[config.mk]
export PLATFORM = sky130hd
export DESIGN_NAME = trigger_stream_stats
export DESIGN_NICKNAME = d
export VERILOG_FILES = /design/src/rtl/trigger_stats_pkg.sv /design/src/rtl/trigger_stats_lane_tree.sv /design/src/rtl/trigger_stream_stats.sv
export SDC_FILE = /design/constraint.sdc
export NUM_CORES = 1
export LEC_CHECK = 0
export ABC_CLOCK_PERIOD_IN_PS = 8300
export CAP_MARGIN = 0
export CORE_UTILIZATION = 45
export DETAILED_ROUTE_END_ITERATION = 12
export SYNTH_ARGS = -nofsm -noshare
export SYNTH_HDL_FRONTEND = slang
export SYNTH_SLANG_ARGS = --single-unit
export TNS_END_PERCENT = 30
[constraint.sdc]
create_clock -name aclk -period 8.3 [get_ports aclk]
set_input_delay 1.245 -clock aclk [delete_from_list [all_inputs] [get_ports aclk]]
set_output_delay 1.245 -clock aclk [all_outputs]
set_load 0.01 [all_outputs]
[src/rtl/trigger_stats_pkg.sv]
// trigger_stats_pkg: shared widths, saturation constants and FSM state type for trigger_stream_stats
package trigger_stats_pkg;
    localparam int SAMPLE_BITS   = 5;
    localparam int NSAMP         = 8;
    localparam int SQ_BITS       = 9;
    localparam int LANE_SQ_BITS  = 12;
    localparam int LANE_SUM_BITS = 8;
    localparam int LANE_SAT_BITS = 4;
    localparam logic signed [SAMPLE_BITS-1:0] SAT_HI = 5'sb01111;
    localparam logic signed [SAMPLE_BITS-1:0] SAT_LO = 5'sb10000;
    typedef enum logic [1:0] {IDLE, RUN, FLUSH, DONE} state_t;
endpackage

[src/rtl/trigger_stats_lane_tree.sv]
// trigger_stats_lane_tree: 2-stage per-clock reduction of 8 x 5-bit samples to lane sum, sum of squares, saturation count
// Ports: aclk, aresetn (async active-low), dat_i[39:0] in; sum_o (signed 8), sumsq_o (12), sat_o (4, only with TRIGGER_STATS_SAT_EN) out.
// Stage 1 registers squares, sign-extended samples and saturation flags; stage 2 registers the adder-tree results.
module trigger_stats_lane_tree
    import trigger_stats_pkg::*;
(
    input  logic                            aclk,
    input  logic                            aresetn,
    input  logic [NSAMP*SAMPLE_BITS-1:0]    dat_i,
`ifdef TRIGGER_STATS_SAT_EN
    output logic [LANE_SAT_BITS-1:0]        sat_o,
`endif
    output logic signed [LANE_SUM_BITS-1:0] sum_o,
    output logic [LANE_SQ_BITS-1:0]         sumsq_o
);
    logic signed [SQ_BITS-1:0]       ext  [NSAMP];
    logic [SQ_BITS-1:0]              sq_r [NSAMP];
    logic signed [LANE_SUM_BITS-1:0] sx_r [NSAMP];
    logic signed [LANE_SUM_BITS-1:0] sum_c;
    logic [LANE_SQ_BITS-1:0]         sq_c;

    // 9-bit signed operands keep (-16)^2 = 256 representable in the 9-bit product
    always_comb
        for (int i = 0; i < NSAMP; i++)
            ext[i] = SQ_BITS'($signed(dat_i[SAMPLE_BITS*i +: SAMPLE_BITS]));

    always_ff @(posedge aclk or negedge aresetn)
        if (!aresetn)
            for (int i = 0; i < NSAMP; i++) begin
                sq_r[i] <= '0;
                sx_r[i] <= '0;
            end
        else
            for (int i = 0; i < NSAMP; i++) begin
                sq_r[i] <= ext[i] * ext[i];
                sx_r[i] <= ext[i][LANE_SUM_BITS-1:0];
            end

    always_comb begin
        sum_c = '0;
        sq_c  = '0;
        for (int i = 0; i < NSAMP; i++) begin
            sum_c = sum_c + sx_r[i];
            sq_c  = sq_c + LANE_SQ_BITS'(sq_r[i]);
        end
    end

    always_ff @(posedge aclk or negedge aresetn)
        if (!aresetn) begin
            sum_o   <= '0;
            sumsq_o <= '0;
        end else begin
            sum_o   <= sum_c;
            sumsq_o <= sq_c;
        end

`ifdef TRIGGER_STATS_SAT_EN
    logic [NSAMP-1:0] sat_r;

    always_ff @(posedge aclk or negedge aresetn)
        if (!aresetn) begin
            sat_r <= '0;
            sat_o <= '0;
        end else begin
            for (int i = 0; i < NSAMP; i++)
                sat_r[i] <= $signed(dat_i[SAMPLE_BITS*i +: SAMPLE_BITS]) == SAT_HI ||
                            $signed(dat_i[SAMPLE_BITS*i +: SAMPLE_BITS]) == SAT_LO;
            sat_o <= LANE_SAT_BITS'($countones(sat_r));
        end
`endif
endmodule

[src/rtl/trigger_stream_stats.sv]
// trigger_stream_stats: windowed sum / sum-of-squares / saturation-count engine for the 40-bit AGC sample stream
// Ports: aclk, aresetn (async active-low), dat_i[39:0], start_i, ack_i in;
//        busy_o, valid_o, sum_o (signed 8+W), sumsq_o (12+W), sat_o (4+W) out; W = WINDOW_LOG2.
// Build option: define TRIGGER_STATS_SAT_EN to build the saturation counter; otherwise sat_o is tied to 0.
module trigger_stream_stats
    import trigger_stats_pkg::*;
#(
    parameter int WINDOW_LOG2 = 16
)
(
    input  logic                                        aclk,
    input  logic                                        aresetn,
    input  logic [NSAMP*SAMPLE_BITS-1:0]                dat_i,
    input  logic                                        start_i,
    input  logic                                        ack_i,
    output logic                                        busy_o,
    output logic                                        valid_o,
    output logic signed [LANE_SUM_BITS+WINDOW_LOG2-1:0] sum_o,
    output logic [LANE_SQ_BITS+WINDOW_LOG2-1:0]         sumsq_o,
    output logic [LANE_SAT_BITS+WINDOW_LOG2-1:0]        sat_o
);
    state_t                          state;
    logic [WINDOW_LOG2-1:0]          cnt;
    logic [1:0]                      fcnt;
    logic                            v1, v2;
    logic                            accept;
    logic signed [LANE_SUM_BITS-1:0] lane_sum;
    logic [LANE_SQ_BITS-1:0]         lane_sq;

    assign accept = state == IDLE && start_i;

`ifdef TRIGGER_STATS_SAT_EN
    logic [LANE_SAT_BITS-1:0] lane_sat;
`endif

    trigger_stats_lane_tree u_tree (
        .aclk    (aclk),
        .aresetn (aresetn),
        .dat_i   (dat_i),
`ifdef TRIGGER_STATS_SAT_EN
        .sat_o   (lane_sat),
`endif
        .sum_o   (lane_sum),
        .sumsq_o (lane_sq)
    );

    // v1/v2 track which lane-tree outputs belong to the window; the final
    // accumulator update lands two edges into FLUSH, and DONE follows so that
    // valid_o rises 2^WINDOW_LOG2 + 4 edges after start_i is accepted
    always_ff @(posedge aclk or negedge aresetn)
        if (!aresetn) begin
            state   <= IDLE;
            cnt     <= '0;
            fcnt    <= '0;
            v1      <= 1'b0;
            v2      <= 1'b0;
            busy_o  <= 1'b0;
            valid_o <= 1'b0;
        end else begin
            v1 <= state == RUN;
            v2 <= v1;
            case (state)
                IDLE:
                    if (start_i) begin
                        state  <= RUN;
                        cnt    <= '0;
                        busy_o <= 1'b1;
                    end
                RUN: begin
                    cnt <= cnt + 1'b1;
                    if (&cnt) begin
                        state <= FLUSH;
                        fcnt  <= '0;
                    end
                end
                FLUSH: begin
                    fcnt <= fcnt + 1'b1;
                    if (&fcnt) begin
                        state   <= DONE;
                        busy_o  <= 1'b0;
                        valid_o <= 1'b1;
                    end
                end
                DONE:
                    if (ack_i) begin
                        state   <= IDLE;
                        valid_o <= 1'b0;
                    end
                default: state <= IDLE;
            endcase
        end

    always_ff @(posedge aclk or negedge aresetn)
        if (!aresetn) begin
            sum_o   <= '0;
            sumsq_o <= '0;
        end else if (accept) begin
            sum_o   <= '0;
            sumsq_o <= '0;
        end else if (v2) begin
            sum_o   <= sum_o + {{WINDOW_LOG2{lane_sum[LANE_SUM_BITS-1]}}, lane_sum};
            sumsq_o <= sumsq_o + {{WINDOW_LOG2{1'b0}}, lane_sq};
        end

`ifdef TRIGGER_STATS_SAT_EN
    always_ff @(posedge aclk or negedge aresetn)
        if (!aresetn)
            sat_o <= '0;
        else if (accept)
            sat_o <= '0;
        else if (v2)
            sat_o <= sat_o + {{WINDOW_LOG2{1'b0}}, lane_sat};
`else
    assign sat_o = '0;
`endif
endmodule

== Word level (Yosys, flattened, before mapping) ==
Cells that the tools add are included.
W data, S select, Z words.

* Register bits: 208
* Bits of input ports: 44
* Output and inout port bits: 74
* Logic and storage cells: 93

* $add $sub $neg: 18
* Multiply operators: 8
* Equality and inequality tests: 7
* Muxes and demuxes: 19
* Reduce and logical (&&, ||, !) cells: 14

{| class="wikitable"
|+ Operators by type and width
! operator !! count
|-
| $add A12 B9 Y12 || 6
|-
| $mul A5 B5 Y9 || 8
|-
| $mux W28 || 2
|-
| $mux W24 || 2
|-
| $add A8 B5 Y8 || 5
|-
| $pmux W16 S2 || 1
|-
| $add A28 B12 Y28 || 1
|-
| $add A24 B24 Y24 || 1
|-
| $add A16 B1 Y16 const B || 1
|-
| $mux W16 || 1
|-
| $reduce_and A16 Y1 || 1
|-
| $add A9 B9 Y10 || 1
|-
| $mux W2 || 5
|-
| $reduce_bool A2 Y1 || 5
|-
| $pmux W2 S4 || 1
|-
| $add A6 B5 Y7 || 1
|-
| $add A5 B5 Y6 || 1
|-
| $ne A2 B2 Y1 const B || 3
|-
| $reduce_and A2 Y1 || 3
|-
| $reduce_and A3 Y1 || 2
|-
| $eq A2 B2 Y1 const B || 2
|-
| $mux W1 || 4
|-
| $pmux W1 S2 || 2
|-
| $pmux W2 S2 || 1
|-
| 6 further kinds || 6
|}

== Longest topological paths before layout ==
Gate-level depths: netlist (run 1).

* Depth in word-level cells: 7
* Depth in mapped cells: 20
* Depth with buffers taken out: 20

== By module ==
A second synthesis (run 1) with hierarchy kept.

* Cells, all modules: 1547
* Area, all modules: 15926.5 sq um

{| class="wikitable"
|+ Modules (own cells, without submodules)
! module !! times used !! cells an instance !! area each (sq um) !! seq. area each (sq um)
|-
| trigger_stats_lane_tree || 1 || 901 || 10256.1 || 2877.8
|-
| trigger_stream_stats || 1 || 646 || 5670.4 || 1901.8
|}

== Worst setup path after synthesis (run 1) ==
OpenSTA, ideal clock, no wires.

* Kind: flip-flop to flip-flop
* Start: register u_tree.sq_r[57] (netlist bit)
* End: register u_tree.sumsq_o[11]
* Library setup time: 80 ps
* Arrival time: 4765 ps
* Required time: 8220 ps
* Setup slack: 3455 ps
* Stages on the path, launching flop included: 21
* Path buffers: 0
* Period minus slack after synthesis: 4845 ps
* Cells stage by stage: dfrtp_1 ha_1 a21oi_1 nor2b_1 o21a_1 o21a_1 o21a_1 nor2_1 xnor2_1 fa_1 inv_1 fa_1 fa_1 fa_1 inv_1 ha_1 a21oi_1 o21ai_0 a21o_1 a21oi_1 xnor2_1

* Word-level cells in the longest chain between the ends: 7

{| class="wikitable"
|+ Ends and longest elaborated chain
! item !! RTL line !! text
|-
| start: declaration || trigger_stats_lane_tree.sv:17 || <nowiki>logic [SQ_BITS-1:0] sq_r [NSAMP];</nowiki>
|-
| start signal: indexed assignment || trigger_stats_lane_tree.sv:35 || <nowiki>sq_r[i] <= ext[i] * ext[i];</nowiki>
|-
| $add A9 B9 Y10 || trigger_stats_lane_tree.sv:44 || <nowiki>sq_c = sq_c + LANE_SQ_BITS'(sq_r[i]);</nowiki>
|-
| $add A12 B9 Y12 (6 in a row) || trigger_stats_lane_tree.sv:44 ||
|-
| via u_tree.sq_c[11] || trigger_stats_lane_tree.sv:20 || <nowiki>logic [LANE_SQ_BITS-1:0] sq_c;</nowiki>
|-
| end signal: assignment || trigger_stats_lane_tree.sv:54 || <nowiki>sumsq_o <= sq_c;</nowiki>
|-
| end: declaration || trigger_stats_lane_tree.sv:14 || <nowiki>output logic [LANE_SQ_BITS-1:0] sumsq_o</nowiki>
|}

The timed path passes the listed nets, and every way through them passes these cells.
A chain may end at the register's enable or synchronous reset.

== Final worst setup path (run 1) ==
Ends and elaborated chain as after synthesis.

==> impl_results.md, run 1 <==
- Top cell type's share of synthesized area: 0.309
- Die Area: 0.0353 mm²
- Post-CTS resize count: 0
- Clock root buffer: clkbuf_16
- Worst skew pair latency: 440 ps
- Core area: 0.0338 mm²
- Global Route Usage Sum: 0.177
- Die X: 188 µm
- Register area share after synthesis: 0.309
- Slowest stage delay, CP: 510 ps
- Final critical-path share of the clock period: 0.613
- Fin nets: 1930
- Crit-path cells: ha_1 -> a21oi_1 -> nor2b_1 -> o21a_1 -> o21a_1 -> o21a_1 -> nor2_1 -> xnor2_1 -> fa_1 -> inv_1 -> fa_1 -> fa_1 -> fa_1 -> inv_1 -> ha_1 -> a21oi_1 -> o21ai_0 -> a21o_1 -> a21oi_1 -> xnor2_1
- Worst EP required: 8660 ps
- Final WL: 29.0 mm
- Ys Warns: 0
- Post-CTS setup repair buffer count: 0
- Largest net degree at the start of global routing: 83
- Vias in the first global route: 10332
- Synth cell types: 64
- Slowest-stage cell, CP: fa_1
- FFs w/ async S/R, synth: 1.00
- Setup TNS: 0 ps
- Post-DP HPWL: 23.4 mm
- Critical Path Most Common Cell: fa_1
- Largest cells by area after synthesis: dfrtp_1, fa_1, ha_1
- Post-detailed-route count of antenna-violating nets: 0
- Cells after Synth: 1467
- Number of inserted diodes: 0
- Most common cell in the netlist: inv_1
- # setup viols final: 0
- Unrepaired setup endpoints after global routing: no
- Worst relative slew slack: 0.464
- Ratio of cells with drive above 1 in the final layout: 0.0360
- # hold bufs at CTS: 0
- Via density: 4.91
- Mapped Avg Cell Area: 10.6 µm²
- GR Overflow Total: 0
- Die Ht: 188 µm
- Critical Path AT: 5450 ps
- EDFF count, synth: 0
- Total CTS buffers: 17
- Yosys top cell by area: dfrtp_1
- Fmax: 0.196 GHz
- Crit Path Class: reg -> reg
- Area Growth Syn to Fin: 12.8%
- Min-delay worst type: reg -> reg
- Syn Std Cell Area: 0.0156 mm²
- Row count: 67
- I/O Buffers: 97
- Top_reg_cell synth: dfrtp_1
- Final slew viol count: 0
- Wire per inst: 14.3 µm
- Initial DRT Pass Iterations: 4
- Status: completed
- CTS max path bufs: 2
- Gp weighted congestion: 0.886
- CTS tree: yes
- Max Fanout on Critical Path: 4
- # DRC: 0
- CTS clock-pin slew for the worst setup and hold paths: 70 ps
- Max-Cap Viols: 0
- Drt first-iter violations: 401
- First-pass GRT wire length: 50.1 mm
- Worst Tran Pin Value: 801 ps
- Via count: 9985
- Fin. Hold Viols: 0
- Top cells by count, synth: inv_1, dfrtp_1, fa_1
- IO Pins: 118
- Crit path time final: 5090 ps
- CP Launch Type: register
- Num Clock Sinks: 192
- Antenna violations before repair: 0
- Starting Density: 0.461
- Clk_skew: 17.1 ps
- Synth Register Bits: 192
- CP Capture Type: register
- Htree depth: 4
## layout make-up
class / instances / area, µm²
Clock buffer: 18 / 429
Fill cell: 2997 / 16200
Inverter: 206 / 773
Tap cell: 448 / 561
Clock inverter: 14 / 144
Sequential cell: 192 / 4800
Multi-Input combinational cell: 1053 / 9840
Timing Repair Buffer: 101 / 1000
## final timing paths
| check | startpoint | end | slack [ps] | depth (start not counted) |
|---|---|---|---|---|
| worst max-delay path | u_tree.sq_r[57] | u_tree.sumsq_o[11] | 3210 | 20 |
| worst min-delay path | v1 | v2 | 390 | 0 |
| worst max register to register | u_tree.sq_r[57] | u_tree.sumsq_o[11] | 3210 | 20 |
| worst min register to register | v1 | v2 | 390 | 0 |
| max in group asynchronous | aresetn | u_tree.sq_r[2] | 6300 | 2 |
| min in group asynchronous | aresetn | fcnt[0] | 830 | 1 |
## per-stage QoR
stage | setup WS (ps) | hold slack [ps] | cells | instance area (µm²) | util
after floorplan | 3460 | 331 | 1489 | 15700 | -
after global routing | 2900 | 410 | 2032 | 17600 | 0.520
after global placement | 3300 | 410 | 2000 | 17000 | 0.503
after detailed placement | 3210 | 401 | 2000 | 17000 | 0.503
after CTS | 3180 | 417 | 2032 | 17600 | 0.520
final | 3210 | 386 | 2032 | 17600 | 0.520
## cells in the final DEF (no fill, tap or decap), types with 39 or more instances in the layout
cell type	count
inv_1	205
dfrtp_1	192
fa_1	166
ha_1	149
xnor2_1	98
clkdlybuf4s50_1	96
nor2_1	85
a21oi_1	77
nand2_1	70
and2_1	52
xor2_1	39
## flip-flops by register name, indices dropped and copies added, names as in the netlist
| signal | flops |
|---|---|
| u_tree.sq_r | 64 |
| u_tree.sum_o | 8 |
| fcnt | 2 |
| v2 | 1 |
| state | 2 |
| busy_o | 1 |
| cnt | 16 |
| valid_o | 1 |
| v1 | 1 |
| sumsq_o | 28 |
| u_tree.sumsq_o | 12 |
| u_tree.sx_r | 32 |
| sum_o | 24 |
## cells by family (layout without fill, tap and decap cells)
logic type	Yosys count	after routing	share of synthesized area
AND/OR/NAND/NOR	340	340	0.110
adder cells (fa/ha/maj)	315	315	0.333
buffers and inverters	244	339	0.0646
AO/OA/AOI/OAI	211	211	0.0887
flip-flops	192	192	0.309
XOR/XNOR	137	137	0.0771
multiplexers	26	26	0.0170
other	2	24	0.000482
## worst max-delay path, delay by kind of cell (launching register included)
kind | cells | cell delay [ps]
adder cells (fa/ha/maj) | 6 | 2670
buffers and inverters | 2 | 100
XOR/XNOR | 2 | 220
AO/OA/AOI/OAI | 8 | 1430
flip-flops | 1 | 370
AND/OR/NAND/NOR | 2 | 200
## metal layers
| layer | wire length (µm) | vias up | global-route usage |
|---|---|---|---|
| li1 | - | 4924 | - |
| met1 | 13600 | 4910 | 0.234 |
| met2 | 14400 | 124 | 0.307 |
| met3 | 586 | 27 | 0.0174 |
| met4 | 423 | 0 | 0.0503 |
| met5 | 0 | - | 0 |
Power of run 1 is left out: the tool's default activity adds up to more than one toggle a clock period on the data nets, which glitch-free logic cannot reach.
==> inputs of run 2 (changes only) <==
ABC_CLOCK_PERIOD_IN_PS = 4900   (was 8300)
clock period = 4.9 ns   (was 8.3 ns; I/O delays follow)
==> run 2 against run 1 <==
Cell area grew 1.8%. Wire length rose by 2.0%. Worst hold slack gained 17 ps. Highest routed layer unchanged. Critical endpoint is now u_tree.sumsq_o[10]. Cell count increased by 1.3%. Count of clock-buffer cells in the layout unchanged. First-iteration DRC count fell by 9.0%. Die area is the same. Sequential share of layout area shrank 0.50 points. Non-clock buffer count is 25 higher.
==> impl_results.md, run 2 (synthesized netlist as in run 1, its figures left out) <==
- Area Growth Syn to Fin: 14.9% (was 12.8%)
- Row count: 67 (unchanged)
- IO Pins: 118 (unchanged)
- Most frequent cells in the layout: inv_1, dfrtp_1, fa_1, ha_1, xnor2_1 (unchanged)
- Worst Setup Slack, final: 202 ps (was 3210 ps)
- Die Area: 0.0353 mm² (unchanged)
- Via density: 4.89 (was 4.91)
- Min-delay worst type: in -> async (was reg -> reg)
- Max FFs per register: 64 (unchanged)
- CP Launch Type: register (unchanged)
- Max Fanout on Critical Path: 4 (unchanged)
- CP startpoint: u_tree.sq_r[57] (unchanged)
- Fin nets: 1955 (was 1930)
- Via count: 10067 (was 9985)
- First-pass GRT wire length: 52.1 mm (was 50.1 mm)
- Reg with most FFs: u_tree.sq_r (unchanged)
- Ratio of cells with drive above 1 in the final layout: 0.0597 (was 0.0360)
- Final WL: 29.6 mm (was 29.0 mm)
- Worst Tran Pin Value: 957 ps (was 801 ps)
- Num Clock Sinks: 192 (unchanged)
- Starting Density: 0.461 (unchanged)
- RR Startpoint: u_tree.sq_r[57] (unchanged)
- Core area: 0.0338 mm² (unchanged)
- Final critical-path share of the clock period: 0.959 (was 0.613)
- I/O Buffers: 97 (unchanged)
- Placed cell count: 2023 (was 2000)
- # DRC: 0 (unchanged)
- Gp weighted congestion: 0.886 (about the same)
- Top Registers: u_tree.sq_r: 64 flops, u_tree.sx_r: 32 flops, sumsq_o: 28 flops (unchanged)
- Most common cell after layout, fill and taps aside: inv_1 (unchanged)
- Status: completed (unchanged)
- Global Route Usage Sum: 0.183 (was 0.177)
- CTS max path bufs: 2 (unchanged)
- Clk_skew: 19.7 ps (was 17.1 ps)
- Dpl ws: -68.4 ps (was 3210 ps)
- Fin cells: 2058 (was 2032)
- Htree depth: 4 (unchanged)
- Worst skew pair latency: 440 ps (about the same)
- Fmax: 0.213 GHz (was 0.196 GHz)
- Max-Cap Viols: 0 (unchanged)
- Wire per inst: 14.4 µm (was 14.3 µm)
- Die Ht: 188 µm (unchanged)
- Unrepaired setup endpoints after global routing: yes (was no)
- GR Overflow Total: 0 (unchanged)
- Largest net degree at the start of global routing: 120 (was 83)
- Worst relative slew slack: 0.362 (was 0.464)
- Crit Path Class: reg -> reg (unchanged)
- CTS tree: yes (unchanged)
- Worst EP required: 5260 ps (was 8660 ps)
- Post-detailed-route count of antenna-violating nets: 0 (unchanged)
- # setup viols final: 0 (unchanged)
- Fillers: 3050 (was 2997)
- Clock root buffer: clkbuf_16 (unchanged)
- Final slew viol count: 0 (unchanged)
- Initial DRT Pass Iterations: 4 (unchanged)
- Die X: 188 µm (unchanged)
- Total CTS buffers: 17 (unchanged)
- CTS clock-pin slew for the worst setup and hold paths: 90 ps (was 70 ps)
- Antenna violations before repair: 0 (unchanged)
- Crit path time final: 4700 ps (was 5090 ps)
- Fin. Hold Viols: 0 (unchanged)
- Post-DP HPWL: 23.9 mm (was 23.4 mm)
- Vias in the first global route: 10700 (was 10332)
- Critical Path AT: 5050 ps (was 5450 ps)
- Final core utilization: 0.529 (was 0.520)
- Drt first-iter violations: 365 (was 401)
- Setup TNS: 0 ps (unchanged)
- CP Capture Type: register (unchanged)
-- run 2: area by class of cell --
cell class	instances	area [µm²]	share of cell area
Clock buffer	18	439	0.0246
Inverter	206	773	0.0432
Timing Repair Buffer	126	1190	0.0667
Multi-Input combinational cell	1053	9920	0.555
Sequential cell	192	4800	0.269
Tap cell	448	561	0.0314
Antenna cell	1	2.50	0.000140
Clock inverter	14	191	0.0107
-- run 2: critical path, stage by stage, from the launching register on --
cell and delay [ps]:
dfrtp_1 410, ha_4 250, a21oi_2 160, nor2b_1 80, o21a_1 180, o21a_1 180, buf_4 140, nor3_2 110
nor2_1 70, fa_1 490, inv_2 40, fa_1 550, fa_1 440, fa_1 520, inv_1 70, ha_4 260
a21oi_1 110, o21ai_1 100, a21o_1 200, a21oi_2 140, xnor2_1 130
-- run 2: what timing repair did --
action | CTS | global route
resized for setup | 2 | 14
pin swaps | 1 | 11
hold buffers | 0 | 0
setup buffers | 0 | 2
setup endpoints to repair | 2 | 4
endpoints found under the hold margin | 0 | 0
-- run 2: path summary, 6_finish.rpt --
| check | end | slack, ps | depth (start not counted) |
|---|---|---|---|
| max | u_tree.sumsq_o[10] | 200 | 20 |
| min | valid_o | 400 | 1 |
| max reg2reg | u_tree.sumsq_o[10] | 200 | 20 |
| min reg2reg | v2 | 420 | 0 |
| max in group asynchronous | u_tree.sq_r[42] | 3350 | 2 |
| min in group aclk | v2 | 420 | 0 |
-- run 2: metrics by stage --
stage	cell area, µm²	hold slack [ps]
floorplan	15700	331
global placement	17200	421
detailed placement	17200	419
CTS	17800	441
global route	17900	433
finish	17900	403
-- run 2: layer usage --
| layer | vias to the layer above | GRT usage | share of wire |
|---|---|---|---|
| met5 | - | 0 | 0 |
| met4 | 0 | 0.0335 | 0.0090 |
| met3 | 18 | 0.0217 | 0.026 |
| met2 | 123 | 0.315 | 0.50 |
| met1 | 4945 | 0.250 | 0.46 |
| li1 | 4981 | - | - |
Power of run 2 is left out for the same reason.
